===== src/rtl/ahb_mem_slave.sv =====
`default_nettype none
// ============================================================================
// Module   : ahb_mem_slave
// Purpose  : AHB responder in front of a single-port synchronous SRAM.
//            Inserts WAIT_STATES wait cycles per legal transfer, returns a
//            two-cycle ERROR for illegal size or misaligned accesses, and
//            drives the SRAM chip select, write enable and byte enables.
// Revision : 1.0  initial release
// ============================================================================
module ahb_mem_slave #(
  parameter int ADDR_BITS   = 14,
  parameter int WAIT_STATES = 1
) (
  input  logic                 clk,
  input  logic                 rst,
  input  logic                 HSel,
  input  logic [31:0]          HAddress,
  input  logic [1:0]           HTrans,
  input  logic [2:0]           HSize,
  input  logic                 HWrite,
  input  logic [31:0]          HWrite_data,
  input  logic                 HReady,
  output logic [31:0]          HRead_data,
  output logic                 HReady_out,
  output logic [1:0]           HResp,
  output logic                 mem_cs,
  output logic                 mem_we,
  output logic [3:0]           mem_be,
  output logic [ADDR_BITS-1:0] mem_addr,
  output logic [31:0]          mem_wdata,
  input  logic [31:0]          mem_rdata
);

  typedef enum logic [2:0] {
    ST_IDLE = 3'd0,
    ST_WAIT = 3'd1,
    ST_LAST = 3'd2,
    ST_ERR1 = 3'd3,
    ST_ERR2 = 3'd4
  } state_t;

  localparam logic [1:0] RESP_OKAY  = 2'b00;
  localparam logic [1:0] RESP_ERROR = 2'b01;
  localparam logic [2:0] CNT_INIT   = 3'(WAIT_STATES - 1);

  state_t               state, state_nxt;
  logic [2:0]           cnt, cnt_nxt;
  logic [ADDR_BITS+1:0] addr_q;
  logic [2:0]           size_q;
  logic                 write_q;
  logic [31:0]          rdata_q;

  logic                 accept_window;
  logic                 sample;
  logic                 legal;
  logic [3:0]           be_calc;

  // Address bits above the SRAM window alias, and HTrans[0] (SEQ vs NONSEQ)
  // does not change how a transfer is served.
  logic unused_bits;
  assign unused_bits = ^{HAddress[31:ADDR_BITS+2], HTrans[0]};

  // A new address phase can only be accepted while the previous data phase
  // is completing (or there is none).
  assign accept_window = (state == ST_IDLE) || (state == ST_LAST) || (state == ST_ERR2);
  assign sample        = HSel && HReady && HTrans[1] && accept_window;

  // Decide legality of the address phase currently on the bus.
  always_comb begin
    legal = 1'b0;
    case (HSize)
      3'b000:  legal = 1'b1;
      3'b001:  legal = (HAddress[0] == 1'b0);
      3'b010:  legal = (HAddress[1:0] == 2'b00);
      default: legal = 1'b0;
    endcase
  end

  // Little-endian byte lanes for the registered write transfer.
  always_comb begin
    be_calc = 4'b1111;
    case (size_q)
      3'b000:  be_calc = 4'b0001 << addr_q[1:0];
      3'b001:  be_calc = addr_q[1] ? 4'b1100 : 4'b0011;
      default: be_calc = 4'b1111;
    endcase
  end

  // State, wait counter, captured address phase and read-data hold register.
  always_ff @(posedge clk or posedge rst) begin
    if (rst) begin
      state   <= ST_IDLE;
      cnt     <= 3'd0;
      addr_q  <= '0;
      size_q  <= 3'd0;
      write_q <= 1'b0;
      rdata_q <= 32'd0;
    end else begin
      state <= state_nxt;
      cnt   <= cnt_nxt;
      if (sample) begin
        addr_q  <= HAddress[ADDR_BITS+1:0];
        size_q  <= HSize;
        write_q <= HWrite;
      end
      if (state == ST_LAST && !write_q) begin
        rdata_q <= mem_rdata;
      end
    end
  end

  // Next-state logic and bus/SRAM outputs for the current data phase.
  always_comb begin
    state_nxt  = state;
    cnt_nxt    = cnt;
    HReady_out = 1'b1;
    HResp      = RESP_OKAY;
    HRead_data = rdata_q;
    mem_cs     = 1'b0;
    mem_we     = 1'b0;
    mem_be     = 4'b0000;

    case (state)
      ST_IDLE: begin
      end
      ST_WAIT: begin
        HReady_out = 1'b0;
        // SRAM read latency is one cycle, so the read is launched in the
        // final wait cycle and its data lands in LAST.
        if (!write_q && cnt == 3'd0) begin
          mem_cs = 1'b1;
        end
        if (cnt == 3'd0) begin
          state_nxt = ST_LAST;
        end else begin
          cnt_nxt = cnt - 3'd1;
        end
      end
      ST_LAST: begin
        if (write_q) begin
          mem_cs = 1'b1;
          mem_we = 1'b1;
          mem_be = be_calc;
        end else begin
          HRead_data = mem_rdata;
        end
      end
      ST_ERR1: begin
        HReady_out = 1'b0;
        HResp      = RESP_ERROR;
        state_nxt  = ST_ERR2;
      end
      ST_ERR2: begin
        HResp = RESP_ERROR;
      end
      default: begin
        state_nxt = ST_IDLE;
      end
    endcase

    if (accept_window) begin
      if (sample) begin
        if (legal) begin
          state_nxt = ST_WAIT;
          cnt_nxt   = CNT_INIT;
        end else begin
          state_nxt = ST_ERR1;
        end
      end else begin
        state_nxt = ST_IDLE;
      end
    end
  end

  assign mem_addr  = addr_q[ADDR_BITS+1:2];
  assign mem_wdata = HWrite_data;

endmodule
`default_nettype wire


===== config.mk =====
export PLATFORM = sky130hd
export DESIGN_NAME = ahb_mem_slave
export DESIGN_NICKNAME = d
export VERILOG_FILES = /design/src/rtl/ahb_mem_slave.sv
export SDC_FILE = /design/constraint.sdc
export NUM_CORES = 1
export LEC_CHECK = 0
export CAP_MARGIN = 20
export CORE_MARGIN = 8
export CORE_UTILIZATION = 60
export DETAILED_ROUTE_END_ITERATION = 10
export DONT_BUFFER_PORTS = 1
export GPL_TIMING_DRIVEN = 0
export HOLD_SLACK_MARGIN = 0.03
export PLACE_DENSITY_LB_ADDON = 0.25
export SYNTH_ARGS = -nofsm -noshare
export SYNTH_HDL_FRONTEND = slang
export SYNTH_SLANG_ARGS = --single-unit

===== constraint.sdc =====
create_clock -name clk -period 3.25 [get_ports clk]
set_clock_uncertainty 0.15 [all_clocks]
set_input_delay 0.325 -clock clk [delete_from_list [all_inputs] [get_ports clk]]
set_output_delay 0.325 -clock clk [all_outputs]
set_load 0.02 [all_outputs]

==> flow_summary.toml <==
[power_and_ir_drop]
p_seq_share_pct = 34.7
power_w = 0.00372
switching_share_pct = 40.6
ir_worst_vdd_v = 0.000466
p_clk_share_pct = 14.6
p_int_w = 0.00221
p_per_area_mw_per_mm2 = 944
switching_power_w = 0.00151
cellLeakagePower_nw = 1.76
p_comb_share_pct = 50.7

[logic_synthesis]
ys_seq_area_share_pct = 46.1
synth-edff-count = 0
avgSynthCellArea_sq_um = 12.7
synth_seq_cells = 58
synthesis.nets = 356
synth_area_sq_mm = 0.00315
ys_types = 26
yosysWarnings = 0
synth-async-reset-ratio_pct = 100
synth-main-ff-cell = "dfrtp_1"
syn-instance-count = 248

[clock_network]
clk_pin_slew_worst_paths_ns = 0.06
clockBufferDepth = 2
cts.root.buffer_cell = "clkbuf_8"
clk_latency_ns = 0.32
cts_buffers = 9
cts_tree = "built"
numClockSinks = 58
htreeDepth = 3
postCtsResizedCells = 0

[timing]
max_freq_mhz = 372
period_share_pct = 82.7
rsz0062_at_grt = "false"
fin_tns_setup_ns = 0
hold_violations = 0
final-setup-viol-count = 0
finalMaxSlewViolations = 0
tightest_slew_ns = 0.761
slew_headroom_pct = 48.9
period_needed_ns = 2.69

[setup_path]
cpMostUsedCell = "buf_6"
crit_chain = "buf_6, nor4_4, buf_6, mux2_1"
cp.required_ns = 2.77
critPathKind = "register to primary output"
rrSetupSlack_ns = 1.19
critPathTopFamily = "simple AND/OR/NAND/NOR gates"
crit_fanout = 10
critPathCaptureType = "primary output"
cp_data_arrival_time_ns = 2.21
reg2reg_from = "state[2]"
cp_num_buf_inv = 2
timing.rr.end = "rdata_q[9]"
reg2regPathDepth = 4
slowest_stage = "nor4_4"
critPathMaxStageDelay_ns = 0.68
worstSetupStartpointType = "register"

[flow_run]
maxCapViolations = 0

[route]
drt-pass1-iter-count = 4
wire_per_inst_um = 20.6
drcViolationCount = 0
antenna_left = 0
via_count = 2018
wl_um = 7940
drtIter0Drc = 46
viasPerCell = 5.23

[grt]
antenna_found_initial = 0
first_global_vias = 2276
grt_first_pass_wirelength_um = 12100
grt.total_usage_pct = 20.3
grt_overflow_total = 0
grt_start_max_net_pins = 37

[layout]
nFillCells = 339
multi_input_area_sq_mm = 0.00123
layout.cells.non_filler = 386
drive_gt1_share_pct = 45.6
num-nets-final = 421
seq_area_sq_mm = 0.00145
diodes = 0
area_growth_pct = 25.1

[place]
gp_congestion = 0.727
dpl.cell_count = 319
post-dp-hpwl_um = 5220
port-buffer-count = 0

[min_path]
hp-class = "input pin to register"
hold_end = "state[1]"
hold_depth = 2
hp-start = "HSize[2]"

[floorplan]
core_sq_mm = 0.00507
ioPinCount = 193
die_y_um = 88.5
core.rowCount = 26
initial_utilization_pct = 62.1
die-area_sq_mm = 0.00783
chipWidth_um = 88.5

[run_status]
status = "finished clean"
-- Yosys cell counts (2+ instances only) --
cell | count | share of area, %
a21o_1 | 3 | 0.71
a21oi_1 | 7 | 1.1
a22oi_1 | 3 | 0.71
buf_2 | 3 | 0.48
buf_4 | 47 | 11
buf_6 | 7 | 2.5
dfrtp_1 | 58 | 46
ha_1 | 2 | 0.79
inv_1 | 7 | 0.83
mux2_1 | 11 | 3.9
mux2_2 | 73 | 26
nor2_1 | 5 | 0.60
o21ai_0 | 6 | 0.95
o21bai_1 | 2 | 0.48
or3_1 | 3 | 0.60
-- layer usage --
metal	GRT usage, %	vias to the layer above	wire length, um
met5	0	-	0
met4	6.61	0	88
met3	7.89	10	836
li1	-	947	-
met2	36.7	92	4270
met1	20.8	969	2740
-- worst max-delay path by stage --
stage	start	end	slack, ns	depth (start not counted)
after global placement	rst	rdata_q[1]	0.68	1
final	state[2]	HRead_data[22]	0.56	4
after CTS	state[2]	HRead_data[22]	0.54	4
after global routing	state[1]	HRead_data[22]	0.43	4
after floorplan	state[2]	HRead_data[22]	1.07	4
after detailed placement	state[2]	HRead_data[22]	0.89	4
-- placed cells by master, fill, tap and decap left out, drive strengths merged --
| cell | n |
|---|---|
| o22ai | 1 |
| or2b | 1 |
| inv | 7 |
| clkbuf | 14 |
| nor2 | 5 |
| nor2b | 1 |
| nand4b | 1 |
| dfrtp | 58 |
| or4 | 1 |
| a21oi | 7 |
| or4b | 1 |
| or3b | 1 |
| buf | 58 |
| nor4 | 1 |
| dlygate4sd3 | 53 |
| a22oi | 3 |
| conb | 1 |
| o21ai | 6 |
| nand3 | 1 |
| o21bai | 2 |
| or3 | 3 |
| mux2 | 84 |
| ha | 2 |
| nand3b | 1 |
| a21o | 3 |
-- kinds of logic (layout without fill, tap and decap cells) --
| logic type | Yosys count | count (layout) | share of synthesized area (%) |
|---|---|---|---|
| AOI/OAI and AO/OA | 22 | 22 | 4.17 |
| adders and majority gates | 2 | 2 | 0.794 |
| buffers and inverters | 64 | 132 | 15.0 |
| DFF | 58 | 58 | 46.1 |
| muxes | 84 | 84 | 30.0 |
| other | 1 | 1 | 0.119 |
| and+or+nand+nor | 17 | 17 | 3.81 |
-- flip-flops by register name (all words and copies together) (netlist names) --
register and count:
size_q 3, addr_q 16, cnt 3, write_q 1, rdata_q 32, state 3
-- final cells by class --
type / instances / share of cell area, %
Timing Repair Buffer: 54 / 14.0
Tap cell: 70 / 2.22
Multi-Input combinational cell: 126 / 31.1
Sequential cell: 58 / 36.8
Buffer: 57 / 11.3
Inverter: 7 / 0.667
Clock buffer: 14 / 3.87
-- timing repair --
item,CTS,global route
hold buffers,53,0
setup buffers,0,0
endpoints found under the hold margin,74,0
-- power by group through the flow --
| stage | combinational [W] | sequential, W | clock (W) |
|---|---|---|---|
| after global placement | 0.00181 | 0.00126 | 0 |
| final | 0.00189 | 0.00129 | 0.000543 |
| after CTS | 0.00189 | 0.00128 | 0.000555 |
| after detailed placement | 0.00183 | 0.00129 | 0 |
| after global routing | 0.00201 | 0.00133 | 0.000591 |
| after floorplan | 0.00164 | 0.00123 | 0 |
-- through the flow --
step	area [sq um]	utilization, %	setup WS [ns]	hold WS, ns
after floorplan	3150	-	1.07	0.304
after global placement	3240	63.8	0.685	0.313
after detailed placement	3260	64.2	0.891	0.121
after CTS	3940	77.7	0.536	0.130
after global routing	3940	77.7	0.433	0.154
final	3940	77.7	0.564	0.148
Power figures use the tool's default switching activity.
